File: src/rtl/scmp_bus_pkg.sv
// Shared types and constants for the SC/MP external bus responder.
// Status byte layout as presented on d_cpu during the address strobe cycle.
package scmp_bus_pkg;

  typedef enum logic [2:0] {
    StIdle,
    StAddr,
    StMem,
    StHoldx,
    StDone
  } bus_state_e;

  // Status bit positions; ST_PAGE is the LSB of the 4-bit A15:12 field
  localparam int unsigned ST_PAGE   = 0;
  localparam int unsigned ST_READ   = 4;
  localparam int unsigned ST_IFETCH = 5;
  localparam int unsigned ST_DELAY  = 6;
  localparam int unsigned ST_HALT   = 7;

  localparam logic [7:0] FLOAT_DATA_DEFAULT = 8'hFF;
  localparam int unsigned WDOG_W = 8;

endpackage

File: src/rtl/scmp_bus_wdog.sv
// Per-access watchdog: loaded when a backend request starts, counts while waiting,
// and flags expiry on the TIMEOUT-th request cycle. Saturates instead of wrapping.
module scmp_bus_wdog
  import scmp_bus_pkg::*;
#(
  parameter int unsigned TIMEOUT = 16
) (
  input  logic clk,
  input  logic rst_n,
  input  logic load,
  input  logic count,
  output logic expired
);

  // The load cycle is itself the first request cycle, so expiry compares against TIMEOUT-1
  localparam logic [WDOG_W-1:0] Limit = WDOG_W'(TIMEOUT - 1);
  localparam logic [WDOG_W-1:0] CntMax = '1;

  logic [WDOG_W-1:0] cnt_q, cnt_d;

  always_comb begin
    cnt_d = cnt_q;
    if (load) begin
      cnt_d = WDOG_W'(1);
    end else if (count && (cnt_q != CntMax)) begin
      cnt_d = cnt_q + WDOG_W'(1);
    end
  end

  always_ff @(posedge clk or negedge rst_n) begin
    if (!rst_n) begin
      cnt_q <= '0;
    end else begin
      cnt_q <= cnt_d;
    end
  end

  assign expired = count && (cnt_q >= Limit);

endmodule

File: src/rtl/scmp_bus_responder.sv
// Bus-slave end of the SC/MP external bus: decodes strobes, runs a req/ack backend
// access, stretches the core with hold and returns read data on d_rd.
module scmp_bus_responder
  import scmp_bus_pkg::*;
#(
  parameter int unsigned TIMEOUT    = 16,
  parameter int unsigned MIN_WAIT   = 0,
  parameter logic [7:0]  FLOAT_DATA = FLOAT_DATA_DEFAULT
) (
  input  logic        clk,
  input  logic        rst_n,
  input  logic        ads,
  input  logic [11:0] addr,
  input  logic [7:0]  d_cpu,
  input  logic        rds,
  input  logic        wds,
  output logic [7:0]  d_rd,
  output logic        hold,
  output logic        mem_req,
  output logic        mem_we,
  output logic [15:0] mem_addr,
  output logic [7:0]  mem_wdata,
  input  logic [7:0]  mem_rdata,
  input  logic        mem_ack,
  output logic        ifetch,
  output logic        halt,
  output logic        timeout_err
);

  localparam logic [3:0] WaitLast = 4'((MIN_WAIT > 0) ? (MIN_WAIT - 1) : 0);
  localparam bus_state_e AfterMem = (MIN_WAIT > 0) ? StHoldx : StDone;

  bus_state_e  state_q, state_d;
  logic [15:0] addr_q, addr_d;
  logic        rd_q, rd_d;
  logic        ifetch_q, ifetch_d;
  logic        halt_q, halt_d;
  logic [7:0]  wdata_q, wdata_d;
  logic [7:0]  rdata_q, rdata_d;
  logic        err_q, err_d;
  logic [3:0]  wait_q, wait_d;

  logic strobe;
  logic wdog_load, wdog_count, wdog_expired;

  scmp_bus_wdog #(
    .TIMEOUT (TIMEOUT)
  ) u_wdog (
    .clk     (clk),
    .rst_n   (rst_n),
    .load    (wdog_load),
    .count   (wdog_count),
    .expired (wdog_expired)
  );

  // Only the strobe matching the latched direction counts; the other one is ignored
  assign strobe = rd_q ? rds : wds;

  always_comb begin
    state_d    = state_q;
    addr_d     = addr_q;
    rd_d       = rd_q;
    ifetch_d   = ifetch_q;
    halt_d     = halt_q;
    wdata_d    = wdata_q;
    rdata_d    = rdata_q;
    err_d      = err_q;
    wait_d     = wait_q;
    hold       = 1'b0;
    mem_req    = 1'b0;
    mem_we     = 1'b0;
    mem_wdata  = wdata_q;
    wdog_load  = 1'b0;
    wdog_count = 1'b0;

    unique case (state_q)
      StIdle: begin
        // The delay status bit carries no meaning for this responder
        if (ads) begin
          addr_d   = {d_cpu[ST_PAGE +: 4], addr};
          rd_d     = d_cpu[ST_READ];
          ifetch_d = d_cpu[ST_IFETCH];
          halt_d   = d_cpu[ST_HALT];
          state_d  = StAddr;
        end
      end
      StAddr: begin
        // Request goes out in the strobe cycle itself to save a cycle of latency
        if (strobe) begin
          hold      = 1'b1;
          mem_req   = 1'b1;
          mem_we    = ~rd_q;
          mem_wdata = d_cpu;
          wdata_d   = d_cpu;
          wdog_load = 1'b1;
          state_d   = StMem;
        end
      end
      StMem: begin
        hold       = 1'b1;
        mem_req    = 1'b1;
        mem_we     = ~rd_q;
        wdog_count = 1'b1;
        if (mem_ack) begin
          if (rd_q) rdata_d = mem_rdata;
          wait_d  = '0;
          state_d = AfterMem;
        end else if (wdog_expired) begin
          if (rd_q) rdata_d = FLOAT_DATA;
          err_d   = 1'b1;
          wait_d  = '0;
          state_d = AfterMem;
        end
      end
      StHoldx: begin
        hold = 1'b1;
        if (wait_q == WaitLast) begin
          state_d = StDone;
        end else begin
          wait_d = wait_q + 4'd1;
        end
      end
      StDone: begin
        if (!strobe) state_d = StIdle;
      end
      default: state_d = StIdle;
    endcase
  end

  always_ff @(posedge clk or negedge rst_n) begin
    if (!rst_n) begin
      state_q  <= StIdle;
      addr_q   <= '0;
      rd_q     <= 1'b0;
      ifetch_q <= 1'b0;
      halt_q   <= 1'b0;
      wdata_q  <= '0;
      rdata_q  <= '0;
      err_q    <= 1'b0;
      wait_q   <= '0;
    end else begin
      state_q  <= state_d;
      addr_q   <= addr_d;
      rd_q     <= rd_d;
      ifetch_q <= ifetch_d;
      halt_q   <= halt_d;
      wdata_q  <= wdata_d;
      rdata_q  <= rdata_d;
      err_q    <= err_d;
      wait_q   <= wait_d;
    end
  end

  assign d_rd        = rdata_q;
  assign mem_addr    = addr_q;
  assign ifetch      = ifetch_q;
  assign halt        = halt_q;
  assign timeout_err = err_q;

endmodule

File: config.mk
export PLATFORM = sky130hd
export DESIGN_NAME = scmp_bus_responder
export DESIGN_NICKNAME = d
export VERILOG_FILES = /design/src/rtl/scmp_bus_pkg.sv /design/src/rtl/scmp_bus_wdog.sv /design/src/rtl/scmp_bus_responder.sv
export SDC_FILE = /design/constraint.sdc
export NUM_CORES = 1
export LEC_CHECK = 0
export BUFFER_PORTS_ARGS = -buffer_cell sky130_fd_sc_hd__buf_2
export CAP_MARGIN = 25
export CORE_MARGIN = 5
export CORE_UTILIZATION = 50
export DETAILED_ROUTE_END_ITERATION = 8
export PLACE_DENSITY = 0.77
export SLEW_MARGIN = 20
export SYNTH_ARGS = -nofsm -noshare
export SYNTH_HDL_FRONTEND = slang
export SYNTH_SLANG_ARGS = --single-unit
File: constraint.sdc
create_clock -name clk -period 2.7 [get_ports clk]
set_input_delay 0.135 -clock clk [delete_from_list [all_inputs] [get_ports clk]]
set_output_delay 0.135 -clock clk [all_outputs]
set_load 0.005 [all_outputs]
==> flow_summary.yaml <==
run_status:
  status: "finished clean"
timing:
  period_needed_ns: 2.11
  hold_ws_ns: 0.0622
  slew_viol_final: 0
  hold_viol: 0
  rsz0062_at_grt: "no"
  fmax_ghz: 0.474
  setup_viol: 0
  finalCritPeriodShare: 0.781
  worst_clock_skew_ns: 0.00742
  worstMarginPinSlew_ns: 0.560
  tns_ns: 0
  slew_headroom: 0.626
synthesis:
  ys_warn_count: 0
  syn_area_mm2: 0.00232
  synth.distinct_cells: 40
  synth_compound_area_frac: 0.104
  synth_top_family_by_area: "simple AND/OR/NAND/NOR gates"
  syn_inst: 195
  synth_nets: 232
  synth.ff_latch_count: 51
  seq_area_frac_synth: 0.550
  yosys.area_share.simple: 0.169
  synthAdderAreaFrac: 0.0162
  synth_flop_cell: "dfrtp_1"
  async_flop_share: 1.00
  synth_edf_count: 0
  synthMuxAreaShare: 0.131
  yosys.area_share.xor_xnor: 0
  synth_area_per_cell_um2: 11.9
detailed_routing:
  vias: 1782
  drtAntennaViolNets: 0
  routed_wirelength_um: 4900
  avgRoutedWirePerCell_um: 15.2
  viasPerCell: 5.52
  maxUsedRoutingLayer: "met4"
  drt-initial-drc-count: 92
  first_pass_iters: 4
  wl_met3_um: 324
  wl_met2_um: 2500
  drc: 0
  drt-met1-wl_um: 2040
floorplanning:
  design.die.area_mm2: 0.00610
  die_h_um: 78.1
  rows: 24
  start_util: 0.525
  core-area_mm2: 0.00441
  ios: 72
  fp.dieW_um: 78.1
global_route:
  grt_pass1_vias: 1842
  grt_pass1_wl_um: 8350
  track_usage: 0.167
  grt_max_degree: 36
  grt_antenna_before_repair: 0
  overflow: 0
placement:
  hpwl_um: 3650
  port-buffer-count: 71
  placedCellCount: 314
  gp_congestion: 0.800
clock_network:
  cts_root_buffer: "clkbuf_8"
  worstSkewPairLatency_ns: 0.29
  tritoncts: "built"
  ctsHoldBuffers: 1
  clk_pin_slew_worst_paths_ns: 0.09
  post-cts-setup-buffers: 0
  clock_path_buffers: 2
  cts_buffers: 5
  numClockSinks: 51
  cts_htree_levels: 2
  cts_resized: 0
power:
  p_leak_nw: 1.39
  power.density_mw_per_mm2: 1060
  power_mw: 2.97
  ir_drop_uv: 802
worst_setup_path:
  crit_chain: "mux2_2 -> nand3_1 -> nand2_1 -> nand2_1 -> buf_2"
  crit_arrival_ns: 1.97
  cpPeakStageDelay_ns: 0.47
  crit_type: "reg2out"
  path_max_fanout: 14
  critPathMostFrequentCell: "nand2_1"
  slowest_stage: "dfrtp_1"
  cp_data_required_time_ns: 2.57
  worstSetupStartpointType: "register"
  crit_path_end_kind: "output pin"
finish:
  drive_gt1_frac: 0.402
  n_antenna_cell: 0
  nets: 307
  fin_cells: 323
  syn_to_final_growth_pct: 21.0
  fillers: 359
flow_run:
  maxCapViolations: 0
worst_hold_path:
  hp-class: "in2reg"
## synthesized netlist by cell type (2+ instances only)
cell type	number	area (um^2)
mux2_4	10	150
nand4_1	4	25.0
mux2_2	10	113
nand3_1	8	40.0
nand2_1	38	143
inv_1	4	15.0
mux2i_1	4	40.0
o211ai_1	2	15.0
and3_1	4	25.0
o2bb2ai_1	3	26.3
a21oi_1	5	25.0
o21ai_0	2	10.0
nor3_1	4	20.0
buf_2	2	10.0
nor2_1	9	33.8
ha_1	3	37.5
a211oi_1	2	15.0
a22oi_1	2	15.0
o22a_1	8	70.1
dfrtp_1	51	1280
## report_power, final
group / internal, mW / switching [mW] / total, mW
logic: 0.647 / 0.579 / 1.23
clock network: 0.210 / 0.238 / 0.448
registers: 1.08 / 0.212 / 1.30
total: 1.94 / 1.03 / 2.97
## registers in the layout, indices dropped and copies added, names as in the netlist
signal	flops
u_wdog.cnt_q	8
halt	1
timeout_err	1
rd_q	1
wdata_q	8
state_q	3
wait_q	4
ifetch	1
mem_addr	16
d_rd	8
## final cells by class
| cell class | count | area (um^2) | share of cell area |
|---|---|---|---|
| clock buffers | 7 | 86.3 | 0.0308 |
| clock inverters | 1 | 8.76 | 0.00312 |
| flip-flops and latches | 51 | 1280 | 0.455 |
| inverters | 4 | 15.0 | 0.00535 |
| well taps | 52 | 65.1 | 0.0232 |
| repair buffers | 74 | 380 | 0.136 |
| multi-input cells | 134 | 973 | 0.347 |
## stage by stage
| step | util | area (um^2) | setup slack [ns] |
|---|---|---|---|
| floorplan | - | 2320 | 1.19 |
| finish | 0.635 | 2810 | 0.592 |
| detailed placement | 0.612 | 2700 | 0.897 |
| global route | 0.635 | 2810 | 0.446 |
| CTS | 0.635 | 2810 | 0.556 |
| global placement | 0.612 | 2700 | 0.942 |
## kinds of logic after synthesis
logic type                 after synthesis
AOI/OAI and AO/OA                       30
and+or+nand+nor                         77
buffers and inverters                   10
adders and majority gates                3
muxes                                   24
DFF                                     51
## metal layers
layer / global-route usage / up-vias
li1: - / 853
met2: 0.285 / 48
met5: 0 / -
met1: 0.201 / 879
met4: 0.0541 / 0
met3: 0.0503 / 2
## path summary, 6_finish.rpt
kind / from / depth (start not counted) / to / slack (ns)
setup / recovery: rd_q$_DFFE_PN0P_ / 5 / mem_wdata[1] / 0.59
hold / removal: d_cpu[6] / 3 / wdata_q[6]$_DFF_PN0_ / 0.06
setup reg to reg: rd_q$_DFFE_PN0P_ / 3 / state_q[1]$_DFFE_PN0P_ / 0.95
hold reg to reg: wdata_q[4]$_DFF_PN0_ / 2 / wdata_q[4]$_DFF_PN0_ / 0.47
max in group asynchronous: rst_n / 3 / wdata_q[5]$_DFF_PN0_ / 1.62
min in group asynchronous: rst_n / 2 / d_rd[1]$_DFFE_PN0P_ / 0.30
## layout by cell type (no fill, tap or decap), types with 2 or more instances in the layout
cell       instances
nand3_1            8
mux2_4            10
nor3_1             4
o22a_1             8
and3_1             4
buf_2             71
inv_1              4
clkbuf_8           6
ha_1               3
nand4_1            4
dfrtp_1           51
mux2_2            10
mux2i_1            4
o211ai_1           2
buf_4              2
a21oi_1            5
a22oi_1            2
nand2_1           38
a211oi_1           2
nor2_1             9
o2bb2ai_1          3
o21ai_0            2
## critical path: cells and delay by family (launching register included)
kind          cells  cell delay [ns]
mux               1             0.40
flops             1             0.47
simple gates      3             0.68
buf+inv           1             0.12
(Power assumes the default switching activity.)
